==> src/rtl/stack_arbiter.sv <==
// Two-requester arbiter in front of a shared stack: one push/pop in flight,
// alternating priority when both requesters contend.
module stack_arbiter #(
    parameter int unsigned B = 8
) (
    input  logic         clk,
    input  logic         reset,
    input  logic         req0,
    input  logic         req1,
    input  logic         op0,
    input  logic         op1,
    input  logic [B-1:0] wdata0,
    input  logic [B-1:0] wdata1,
    output logic         ack0,
    output logic         ack1,
    output logic         err,
    output logic         rvalid,
    output logic [B-1:0] rdata,
    output logic         busy,
    output logic         stk_push,
    output logic         stk_pop,
    output logic [B-1:0] stk_push_data,
    input  logic [B-1:0] stk_pop_data,
    input  logic         stk_full,
    input  logic         stk_empty
);

    localparam logic [1:0] IDLE    = 2'd0;
    localparam logic [1:0] ISSUE   = 2'd1;
    localparam logic [1:0] WAIT_RD = 2'd2;
    localparam logic [1:0] DONE    = 2'd3;

    logic [1:0]   state,       state_d;
    logic         win,         win_d;
    logic         op_q,        op_d;
    logic [B-1:0] wdata_q,     wdata_d;
    logic         prio,        prio_d;
    logic         err_flag,    err_flag_d;
    logic         rvalid_flag, rvalid_flag_d;
    logic [B-1:0] rdata_d;

    // Push data is the word latched at grant time; it is stable through ISSUE.
    assign stk_push_data = wdata_q;

    // Next-state, latch and strobe logic; stack flags only matter in ISSUE.
    always_comb begin
        state_d       = state;
        win_d         = win;
        op_d          = op_q;
        wdata_d       = wdata_q;
        prio_d        = prio;
        err_flag_d    = err_flag;
        rvalid_flag_d = rvalid_flag;
        rdata_d       = rdata;
        stk_push      = 1'b0;
        stk_pop       = 1'b0;
        case (state)
            IDLE: begin
                if (req0 || req1) begin
                    win_d         = req1 && (!req0 || prio);
                    op_d          = win_d ? op1 : op0;
                    wdata_d       = win_d ? wdata1 : wdata0;
                    err_flag_d    = 1'b0;
                    rvalid_flag_d = 1'b0;
                    state_d       = ISSUE;
                end
            end
            ISSUE: begin
                if (op_q) begin
                    if (!stk_full) begin
                        stk_push = 1'b1;
                    end else begin
                        err_flag_d = 1'b1;
                    end
                    state_d = DONE;
                end else if (!stk_empty) begin
                    stk_pop = 1'b1;
                    state_d = WAIT_RD;
                end else begin
                    err_flag_d = 1'b1;
                    state_d    = DONE;
                end
            end
            WAIT_RD: begin
                rdata_d       = stk_pop_data;
                rvalid_flag_d = 1'b1;
                state_d       = DONE;
            end
            DONE: begin
                prio_d  = !win;
                state_d = IDLE;
            end
            default: state_d = IDLE;
        endcase
    end

    // State and registered outputs; ack/err/rvalid assert only while in DONE.
    always_ff @(posedge clk) begin
        if (reset) begin
            state       <= IDLE;
            win         <= 1'b0;
            op_q        <= 1'b0;
            wdata_q     <= '0;
            prio        <= 1'b0;
            err_flag    <= 1'b0;
            rvalid_flag <= 1'b0;
            rdata       <= '0;
            ack0        <= 1'b0;
            ack1        <= 1'b0;
            err         <= 1'b0;
            rvalid      <= 1'b0;
            busy        <= 1'b0;
        end else begin
            state       <= state_d;
            win         <= win_d;
            op_q        <= op_d;
            wdata_q     <= wdata_d;
            prio        <= prio_d;
            err_flag    <= err_flag_d;
            rvalid_flag <= rvalid_flag_d;
            rdata       <= rdata_d;
            ack0        <= (state_d == DONE) && !win_d;
            ack1        <= (state_d == DONE) && win_d;
            err         <= (state_d == DONE) && err_flag_d;
            rvalid      <= (state_d == DONE) && rvalid_flag_d;
            busy        <= (state_d != IDLE);
        end
    end

endmodule

==> config.mk <==
export PLATFORM = sky130hd
export DESIGN_NAME = stack_arbiter
export DESIGN_NICKNAME = d
export VERILOG_FILES = /design/src/rtl/stack_arbiter.sv
export SDC_FILE = /design/constraint.sdc
export NUM_CORES = 1
export LEC_CHECK = 0
export CELL_PAD_IN_SITES_DETAIL_PLACEMENT = 0
export CELL_PAD_IN_SITES_GLOBAL_PLACEMENT = 2
export CORE_ASPECT_RATIO = 1.2
export CORE_MARGIN = 2
export CORE_UTILIZATION = 24
export DETAILED_ROUTE_END_ITERATION = 8
export PLACE_DENSITY = 0.91
export SLEW_MARGIN = 10
export SYNTH_ARGS = -nofsm -noshare
export SYNTH_HDL_FRONTEND = slang
export SYNTH_SLANG_ARGS = --single-unit
export TNS_END_PERCENT = 5
==> constraint.sdc <==
create_clock -name clk -period 3 [get_ports clk]
set_input_delay 0.6 -clock clk [delete_from_list [all_inputs] [get_ports clk]]
set_output_delay 0.6 -clock clk [all_outputs]
set_load 0.005 [all_outputs]
* Yosys cells after proc, flatten, opt, wreduce, memory -nomap -nowiden *
Index checks and enable logic that the tools add are counted.

storage, ports and cells
  ROM bits = 0
  input bits = 32
  memories = 0
  logic and storage cells = 51
  bits in registers = 28
  latch bits = 0
  bits in writable memories = 0

operators by class
  order comparisons = 0
  equal/unequal tests = 4
  bitwise logic cells = 0
  divide/modulo/power cells = 0
  $mul = 0
  add/subtract/negate cells = 0
  mux-type cells = 21
  reduce and logical (&&, ||, !) cells = 13
  shifts and indexed selects = 0

operator list
  operator                                                                count
  1-bit two-way mux                                                       16
  8-bit two-way mux                                                       1
  2-bit one-hot mux with 4 select lines                                   1
  2-bit equality test (second input constant)                             3
  1-bit logical AND                                                       5
  1-bit one-hot mux with 2 select lines                                   2
  1-bit logical NOT                                                       3
  2-bit by 1-bit equality test with 1-bit output (second input constant)  1
  2-bit logical NOT                                                       1
  1-bit logical OR                                                        2
  2-bit two-way mux                                                       1
  2-bit AND reduction                                                     1
  2-bit nonzero test                                                      1

* Logic depth before layout (Yosys ltp) *
  depth in word-level cells = 7
  gate-level depth with buffers = 7
  mapped depth without buffers = 5

* Worst setup path before layout *
No wires, ideal clock.

  path kind = input to register
  start = input req0
  end = register ack0
  arrival = 1.329 ns
  stages = 3
  setup slack = 1.540 ns
  cell sequence = or4b_4 > o311ai_1 > nor2b_1

between the ends
  word-level cells in the longest chain between the ends = 7
  elaborated cells on any way between the ends = 11

RTL lines
  what                                                                           line  text
  start, declared                                                                8     input logic req0,
  branches (longest 6 deep; another with 2-bit one-hot mux with 4 select lines)  -
  1-bit logical AND (*)                                                          122   ack0 <= (state_d == DONE) && !win_d;
  end signal, assigned                                                           122
  end, declared                                                                  14    output logic ack0,

Every way passes the cells marked *.
A chain may end at the register's enable or synchronous reset.

* Worst setup path in the final report *
  start = input stk_empty
  end = output stk_pop

between the ends
  word-level cells in the longest chain between the ends = 3

RTL lines
  what               line  text
  start, declared    25    input logic stk_empty
  1-bit two-way mux  76    end else if (!stk_empty) begin
  1-bit two-way mux  69    if (op_q) begin
  1-bit two-way mux  57    case (state)
  end, declared      21    output logic stk_pop,

No other way between the ends.

==> results.toml <==
[routing]
firstDrtPassIters = 2
via_per_inst = 4.62
drt-total-wl_mm = 3.00
wl_per_cell_microns = 12.7
drt_iter0_markers = 31
vias = 1091
drtAntennaViolNets = 0
drc = 0

[layout]
area_growth_pct = 54.4
drive_gt1_frac = 0.0393
nNetsFinal = 215
multi_input_area_sq_um = 546
final_cell_mix = "clkdlybuf4s50_1 (54), dfxtp_1 (28), nor2_1 (24), o21ai_0 (10)"
num_antenna_cells = 0
seqCellArea_sq_um = 561
final_common_cell = "clkdlybuf4s50_1"
fillCellCount = 482

[logic_synthesis]
synth_seq_cells = 28
ys_types = 26
async_flop_share = 0
seq_area_frac_synth = 0.480
yosysWarnings = 0
syn_nets = 162
synth_cells = 126
avgSynthCellArea_sq_um = 9.27
yosysTopAreaCell = "dfxtp_1"
synth_area_sq_um = 1170
synthTopCellsByArea = "dfxtp_1 (48%), nor2_1 (7.7%), mux2i_1 (6.9%)"
synth_flop_cell = "dfxtp_1"
synth_edf_count = 0
yosysTopAreaCellShare = 0.480

[die]
rows = 27
core_area_sq_um = 4630
dieArea_sq_um = 5450
die_w_microns = 67.7
ios = 55
start_util = 0.253
die_h_microns = 80.4

[global_routing]
grt_pass1_vias = 1096
grt_pass1_wl_mm = 4.78
grt_overflow = 0
grt_max_degree = 19
grt_antenna_before_repair = 0
track_usage = 0.112

[clocking]
cts_tree = "done"
cts_made_buffers = 3
cts_buffer_depth = 2
clk_pin_slew_worst_paths_ps = 100
root_buffer = "clkbuf_8"
clock_latency_ps = 280
htree_levels = 1
postCtsSetupRepairBufs = 0
ctsResizeCount = 0
cts_hold_buf = 0
numClockSinks = 28

[timing]
rsz0062_at_grt = "no"
setup_viol = 0
max_slew_margin = 0.567
final_max_slew_viol_count = 0
fmax_mhz = 415
finalCritPeriodShare = 0.802
finalHoldViolations = 0
fin_crit_ps = 2410
clock_skew_ps = 9.03
final.setup.tns_ps = 0
worst_pin_slew_ps = 647

[placement]
hpwl_mm = 2.20
port_buffers = 54
place_congestion = 0.667

[worst_setup_path]
crit_type = "in2out"
worst-path-max-fanout = 3
critPathRequiredTime_ps = 2400
startpoint_type = "input port"
arrival_ps = 1810
crit_path_end_kind = "primary output"

[power]
powerDensity_nw_per_um2 = 745
pwr-share-clk = 0.176
finalPower_mw = 1.34
p_comb_frac = 0.428
switching_share = 0.325
switchingPower_uw = 437
ir_drop_v = 0.000365
p_int_uw = 908
power_leakage_nw = 0.648
sequentialPowerShare = 0.396

[worst_hold_path]
hold_path_class = "reg2reg"

[run_status]
run_status = "completed"

[job]
max_cap_viol_count = 0
==> per-layer routing <==
metal  global-route usage  vias to the layer above  share of wire
met4               0.0306                        0         0.0077
met2                0.201                       42           0.48
met1                0.125                      493           0.42
li1                     -                      552              -
met5                    0                        -              0
met3               0.0336                        4          0.088
==> cells in the mapped netlist (all sizes together) (2+ instances only) <==
cell type / count
o311ai: 2
a311oi: 9
a21oi: 3
mux2i: 8
clkbuf: 4
nand2: 2
a211oi: 2
o21ai: 10
nand3: 9
nor2: 24
o21a: 2
dfxtp: 28
ha: 4
buf: 4
inv: 4
nor2b: 3
==> worst max-delay path, cell delays in order <==
cell and delay [ps]:
clkdlybuf4s50_1 450, nor3b_1 210, clkdlybuf4s50_1 550
==> kinds of logic (layout without fill, tap and decap cells) <==
kind of cell / Yosys count / after routing / synth area share
AO/OA/AOI/OAI: 30 / 30 / 0.178
AND/OR/NAND/NOR: 44 / 44 / 0.178
flip-flops: 28 / 28 / 0.480
adder cells (fa/ha/maj): 4 / 4 / 0.0428
buffers and inverters: 12 / 64 / 0.0535
multiplexers: 8 / 8 / 0.0685
==> through the flow <==
| stage | instances | utilization | instance area [sq um] | setup slack [ps] | hold WS [ps] |
|---|---|---|---|---|---|
| after floorplan | 126 | - | 1170 | 1540 | 416 |
| after global placement | 232 | 0.378 | 1750 | 610 | 429 |
| after CTS | 236 | 0.390 | 1800 | 577 | 447 |
| after detailed placement | 232 | 0.378 | 1750 | 595 | 439 |
| after global routing | 236 | 0.390 | 1800 | 556 | 475 |
| final | 236 | 0.390 | 1800 | 593 | 433 |
==> flip-flops by register name, summed over array words and instances (netlist names) <==
| register | cells |
|---|---|
| rdata | 8 |
| stk_push_data | 8 |
| state | 2 |
| ack0 | 1 |
| ack1 | 1 |
| busy | 1 |
| err | 1 |
| err_flag | 1 |
| op_q | 1 |
| prio | 1 |
| rvalid | 1 |
| rvalid_flag | 1 |
| win | 1 |
==> power groups by stage <==
stage                     clock network [mW]  logic, mW  registers [mW]
after floorplan                            0      0.343           0.543
after global placement                     0      0.583           0.539
after detailed placement                   0      0.585           0.542
after CTS                              0.249      0.588           0.535
after global routing                   0.258      0.648           0.546
final                                  0.236      0.576           0.533
==> path summary, 6_finish.rpt <==
| kind | start | to | slack [ps] | cells after the start |
|---|---|---|---|---|
| worst max-delay path | stk_empty | stk_pop | 590 | 3 |
| worst min-delay path | win | prio | 430 | 1 |
| worst max register to register | state[0] | stk_push_data[3] | 1260 | 5 |
| worst min register to register | win | prio | 430 | 1 |
==> cell type report <==
class                      instances  area share
clock buffer                       4      0.0305
inverter                           4     0.00832
multi-input combinational         86       0.302
sequential                        28       0.311
tap                               58      0.0402
timing repair buffer              56       0.308
No activity file was read; power rests on OpenSTA's default activity.
